$ cat config.mk
export PLATFORM = sky130hd
export DESIGN_NAME = reg_move_sequencer
export DESIGN_NICKNAME = d
export VERILOG_FILES = /design/src/rtl/relay_pkg.sv /design/src/rtl/reg_decoder_3to8.sv /design/src/rtl/reg_move_sequencer.sv
export SDC_FILE = /design/constraint.sdc
export NUM_CORES = 1
export LEC_CHECK = 0
export CORE_MARGIN = 3
export CORE_UTILIZATION = 50
export DETAILED_ROUTE_END_ITERATION = 12
export GPL_TIMING_DRIVEN = 0
export HOLD_SLACK_MARGIN = 0.1
export PLACE_DENSITY = 0.86
export SYNTH_ARGS = -nofsm -noshare
export SYNTH_HDL_FRONTEND = slang
export SYNTH_HIERARCHICAL = 1
export SYNTH_SLANG_ARGS = --single-unit
$ cat constraint.sdc
create_clock -name clk -period 2.6 [get_ports clk]
set_input_delay 0.65 -clock clk [delete_from_list [all_inputs] [get_ports clk]]
set_output_delay 0.65 -clock clk [all_outputs]
set_load 0.01 [all_outputs]
$ cat src/rtl/relay_pkg.sv
// Shared types and constants for the relay-timed register move sequencer.
package relay_pkg;

    localparam int CNT_W = 4;
    localparam logic [1:0] OP_MOV8 = 2'b00;

    typedef enum logic [2:0] {
        REG_A  = 3'd0,
        REG_B  = 3'd1,
        REG_C  = 3'd2,
        REG_D  = 3'd3,
        REG_M1 = 3'd4,
        REG_M2 = 3'd5,
        REG_X  = 3'd6,
        REG_Y  = 3'd7
    } reg_code_t;

    typedef enum logic [2:0] {
        ST_IDLE    = 3'd0,
        ST_SELECT  = 3'd1,
        ST_LOAD    = 3'd2,
        ST_RELEASE = 3'd3,
        ST_DONE    = 3'd4
    } state_t;

endpackage

$ cat src/rtl/reg_decoder_3to8.sv
// One-hot decoder from a 3-bit register code to an 8-bit strobe vector.
module reg_decoder_3to8
    import relay_pkg::*;
(
    input  reg_code_t  code,
    input  logic       en,
    output logic [7:0] onehot
);

    // Decode the register code; a disabled decoder drives nothing
    always_comb begin
        onehot = 8'h00;
        if (en) begin
            onehot = 8'(8'h01 << code);
        end else begin
            onehot = 8'h00;
        end
    end

endmodule

$ cat src/rtl/reg_move_sequencer.sv
// Sequences one 8-bit MOV through the register unit with select-before-load,
// load-release-before-select strobe timing. All outputs are registered.
module reg_move_sequencer
    import relay_pkg::*;
#(
    parameter int SETTLE_CYCLES = 2,
    parameter int LOAD_CYCLES   = 2
) (
    input  logic       clk,
    input  logic       reset,
    input  logic       start,
    input  logic [7:0] instr,
    output logic [7:0] sel,
    output logic [7:0] ld,
    output logic       busy,
    output logic       done,
    output logic       illegal
);

    localparam logic [CNT_W-1:0] SETTLE_INIT = CNT_W'(SETTLE_CYCLES - 1);
    localparam logic [CNT_W-1:0] LOAD_INIT   = CNT_W'(LOAD_CYCLES - 1);

    state_t            state_r, state_s;
    logic [CNT_W-1:0]  cnt_r, cnt_s;
    reg_code_t         src_r, src_s, dst_r, dst_s;
    logic              illegal_s;
    logic              sel_en_s, ld_en_s;
    logic [7:0]        sel_s, ld_s;
    logic [7:0]        sel_r, ld_r;
    logic              busy_r, done_r, illegal_r;

    // Next-state, counter and operand-latch logic
    always_comb begin
        state_s   = state_r;
        cnt_s     = cnt_r;
        src_s     = src_r;
        dst_s     = dst_r;
        illegal_s = 1'b0;
        case (state_r)
            ST_IDLE: begin
                if (start) begin
                    if (instr[7:6] == OP_MOV8) begin
                        dst_s   = reg_code_t'(instr[5:3]);
                        src_s   = reg_code_t'(instr[2:0]);
                        cnt_s   = SETTLE_INIT;
                        state_s = ST_SELECT;
                    end else begin
                        illegal_s = 1'b1;
                    end
                end else begin
                    state_s = ST_IDLE;
                end
            end
            ST_SELECT: begin
                if (cnt_r == 4'd0) begin
                    cnt_s   = LOAD_INIT;
                    state_s = ST_LOAD;
                end else begin
                    cnt_s = cnt_r - 4'd1;
                end
            end
            ST_LOAD: begin
                if (cnt_r == 4'd0) begin
                    state_s = ST_RELEASE;
                end else begin
                    cnt_s = cnt_r - 4'd1;
                end
            end
            ST_RELEASE: state_s = ST_DONE;
            ST_DONE:    state_s = ST_IDLE;
            default:    state_s = ST_IDLE;
        endcase
    end

    // Strobes are decoded from the upcoming state so the registered outputs
    // line up with the state they describe. A self-move leaves the bus
    // undriven, so the destination loads zero.
    assign sel_en_s = ((state_s == ST_SELECT) || (state_s == ST_LOAD) ||
                       (state_s == ST_RELEASE)) && (src_s != dst_s);
    assign ld_en_s  = (state_s == ST_LOAD);

    reg_decoder_3to8 u_sel_dec (.code(src_s), .en(sel_en_s), .onehot(sel_s));
    reg_decoder_3to8 u_ld_dec  (.code(dst_s), .en(ld_en_s),  .onehot(ld_s));

    // State, operand and output registers; reset drops all strobes at once
    always_ff @(posedge clk or posedge reset) begin
        if (reset) begin
            state_r   <= ST_IDLE;
            cnt_r     <= 4'd0;
            src_r     <= REG_A;
            dst_r     <= REG_A;
            sel_r     <= 8'h00;
            ld_r      <= 8'h00;
            busy_r    <= 1'b0;
            done_r    <= 1'b0;
            illegal_r <= 1'b0;
        end else begin
            state_r   <= state_s;
            cnt_r     <= cnt_s;
            src_r     <= src_s;
            dst_r     <= dst_s;
            sel_r     <= sel_s;
            ld_r      <= ld_s;
            busy_r    <= (state_s != ST_IDLE);
            done_r    <= (state_s == ST_DONE);
            illegal_r <= illegal_s;
        end
    end

    assign sel     = sel_r;
    assign ld      = ld_r;
    assign busy    = busy_r;
    assign done    = done_r;
    assign illegal = illegal_r;

endmodule

==> impl_metrics.json <==
{
  "final_core_util_pct": 69.8,
  "p_per_area_nw_per_um2": 967,
  "grt_max_degree": 33,
  "power_switching_uw": 657,
  "path_class": "in -> reg",
  "crit_family": "simple AND/OR/NAND/NOR gates",
  "grt_pass1_wl_um": 4750,
  "hold_viol_final": 0,
  "die-height_um": 60.1,
  "gr-total-overflow": 0,
  "max_freq_ghz": 0.470,
  "drt_pre_antenna_iters": 4,
  "critPathLaunchType": "input port",
  "synth_mux_area_share_pct": 5.99,
  "setup_viol": 0,
  "dieWidth_um": 60.1,
  "fin_cells": 176,
  "clk_pin_slew_ns": 0.10,
  "insertedDiodeCount": 0,
  "path_depth": 5,
  "dieArea_um2": 3610,
  "netlist_instances": 110,
  "critPathLaunch": "instr[7]",
  "syn_area_um2": 1460,
  "synth-adder-area-share_pct": 1.71,
  "synth.distinct_cells": 33,
  "post_cts_buffers": 0,
  "cts-buffers-inserted": 5,
  "yosysWarnings": 6,
  "fin_crit_ns": 2.13,
  "crit_chain": "clkdlybuf4s50_1 > nor2_1 > nand4b_1 > o22ai_1 > nor4b_2",
  "core_um2": 2640,
  "slowest_stage": "o22ai_1",
  "nNetsFinal": 159,
  "row_count": 18,
  "vias": 1016,
  "placed_cells": 169,
  "slew-limit-headroom_pct": 22.5,
  "htreeDepth": 2,
  "port_buffers": 29,
  "synth_top_family_by_area": "simple AND/OR/NAND/NOR gates",
  "cts.path.max_buffers": 2,
  "seqPwrFrac_pct": 41.3,
  "yosys.area_share.simple_pct": 25.9,
  "cell_internal_pwr_mw": 1.12,
  "grt_pass1_vias": 1076,
  "worstSetupEndpoint": "sel[0]",
  "status": "finished, final reports clean",
  "synth_seq_area_share_pct": 54.7,
  "io_pins": 30,
  "antenna_found_initial": 0,
  "total_power_mw": 1.78,
  "grtUsageTotal_pct": 18.4,
  "fin_tns_setup_ns": 0,
  "max_stage_delay_ns": 0.50,
  "avgRoutedWirePerCell_um": 15.4,
  "cts_sinks": 32,
  "slew_viol_final": 0,
  "cts_tree": "yes",
  "rr_worst_depth": 4,
  "crit_arrival_ns": 2.38,
  "avgSynthCellArea_um2": 13.3,
  "hold_buffers": 0,
  "endpoint_kind": "flip-flop",
  "hold_class": "reg -> reg",
  "timing.rr.start": "state_r[0]",
  "synth-compound-area-share_pct": 5.90,
  "p_leak_nw": 0.818,
  "r2r_end": "sel[0]",
  "syn_nets": 123,
  "fin_skew_ns": 0.00392,
  "dr.first_iter.drc_count": 43,
  "start_util_pct": 55.5,
  "p_sw_share_pct": 36.9,
  "peakVddDrop_uv": 635,
  "rrSetupSlack_ns": 0.57,
  "viasPerCell": 5.77,
  "path_max_fanout": 8,
  "root_buffer": "clkbuf_4",
  "ys_ff_latch": 32,
  "max_cap_violations": 0,
  "fin_crit_sh_pct": 81.9,
  "synth_xor_area_share_pct": 4.19,
  "cts_resized": 0,
  "required_ns": 2.85,
  "dp_hpwl_um": 1980,
  "place.gp.congestion": 0.803,
  "clk_latency_ns": 0.34,
  "holdWs_ns": 0.600,
  "worst_pin_slew_ns": 1.16,
  "drive_gt1_share_pct": 17.8,
  "rsz0062_at_grt": "no",
  "ant_nets": 0,
  "path_buf_inv": 1,
  "p_comb_share_pct": 43.7,
  "drt_wl_total_um": 2700,
  "p_clk_share_pct": 15.1,
  "area_delta_synth_final_pct": 25.8,
  "drc": 0
}
synth_stat cells, drive strengths merged:
master   number  area [µm²]
or3b          2        20.0
o311ai        1        8.76
nor3b         1        7.51
nor3          3        15.0
mux2i         2        20.0
nand2b        1        6.26
a2111oi       1        27.5
o211ai        2        15.0
nor4bb        2        20.0
a21oi         3        15.0
o21ai         1        5.00
and4bb        6        75.1
dfrtp        32         801
nand2         4        15.0
and4          2        20.0
o22a          1        8.76
and4b         6        65.1
clkbuf        1        3.75
ha            2        25.0
and2          1        6.26
nor2b         5        31.3
nor4b         2        30.0
nor4          1        6.26
xor2          7        61.3
nand4b        3        26.3
o22ai         1        6.26
or4b          2        20.0
inv           5        18.8
mux2          6        67.6
nor2          4        15.0
kinds of logic after synthesis:
kind of cell,after synthesis
XOR/XNOR,7
buffers and inverters,6
multiplexers,8
AO/OA/AOI/OAI,10
AND/OR/NAND/NOR,45
adder cells (fa/ha/maj),2
flip-flops,32
worst min-delay path by stage:
stage              from  slack, ns  cells past startpoint       end
4_1_cts        cnt_r[0]       0.60                      1  cnt_r[0]
3_5_place_dp   cnt_r[0]       0.58                      1  cnt_r[0]
6_report       cnt_r[0]       0.60                      1  cnt_r[0]
3_3_place_gp   cnt_r[0]       0.58                      1  cnt_r[0]
2_1_floorplan  cnt_r[0]       0.55                      1  cnt_r[0]
5_1_grt        cnt_r[0]       0.64                      1  cnt_r[0]
power groups by stage:
stage | Sequential (mW) | Clock (mW) | Combinational, mW
2_1_floorplan | 0.750 | 0 | 0.512
3_3_place_gp | 0.735 | 0 | 0.740
3_5_place_dp | 0.745 | 0 | 0.778
4_1_cts | 0.734 | 0.275 | 0.780
5_1_grt | 0.753 | 0.299 | 0.862
6_report | 0.734 | 0.269 | 0.777
routing by layer:
layer	part of all wire (%)	vias up	wire length [µm]	GRT usage [%]
li1	-	482	-	-
met1	42	502	1130	21.1
met2	51	27	1390	29.6
met3	4.8	5	130	5.83
met4	1.9	0	51	11.1
met5	0	-	0	0
worst register-to-register path, cell delays in order (launching register included):
cell	delay, ns
dfrtp_1	0.45
nor2_1	0.31
nand4b_1	0.41
o22ai_1	0.50
nor4b_2	0.28
layout make-up:
| type | count | area (µm²) |
|---|---|---|
| Multi-Input combinational cell | 72 | 639 |
| Inverter | 5 | 18.8 |
| Buffer | 1 | 3.75 |
| Clock inverter | 2 | 12.5 |
| Tap cell | 30 | 37.5 |
| Sequential cell | 32 | 801 |
| Fill cell | 198 | 795 |
| Timing Repair Buffer | 29 | 290 |
| Clock buffer | 5 | 37.5 |
cells in the final DEF, fill, tap and decap left out, types with 2 or more instances in the layout:
master	netlist	layout
a21oi_1	3	3
and4_2	2	2
and4b_1	2	2
and4b_2	4	4
and4bb_1	4	4
and4bb_2	2	2
clkbuf_4	0	5
clkdlybuf4s50_1	0	29
dfrtp_1	32	32
ha_1	2	2
inv_1	5	5
mux2_2	6	6
mux2i_1	2	2
nand2_1	4	4
nand4b_1	3	3
nor2_1	4	4
nor2b_1	5	5
nor3_1	3	3
nor4b_2	2	2
nor4bb_1	2	2
o211ai_1	2	2
or4b_1	2	2
xor2_1	7	7
through the flow:
stage / cell area, µm² / worst slack (ns)
CTS: 1840 / 0.482
finish: 1840 / 0.471
floorplan: 1460 / 0.794
global placement: 1790 / 0.187
detailed placement: 1790 / 0.112
global route: 1840 / 0.240
flip-flops by register name, indices dropped and copies added, names as in the netlist:
signal,count
sel,8
dst_r,3
illegal,1
busy,1
src_r,3
state_r,3
ld,8
done,1
cnt_r,4
(Power assumes the default switching activity.)
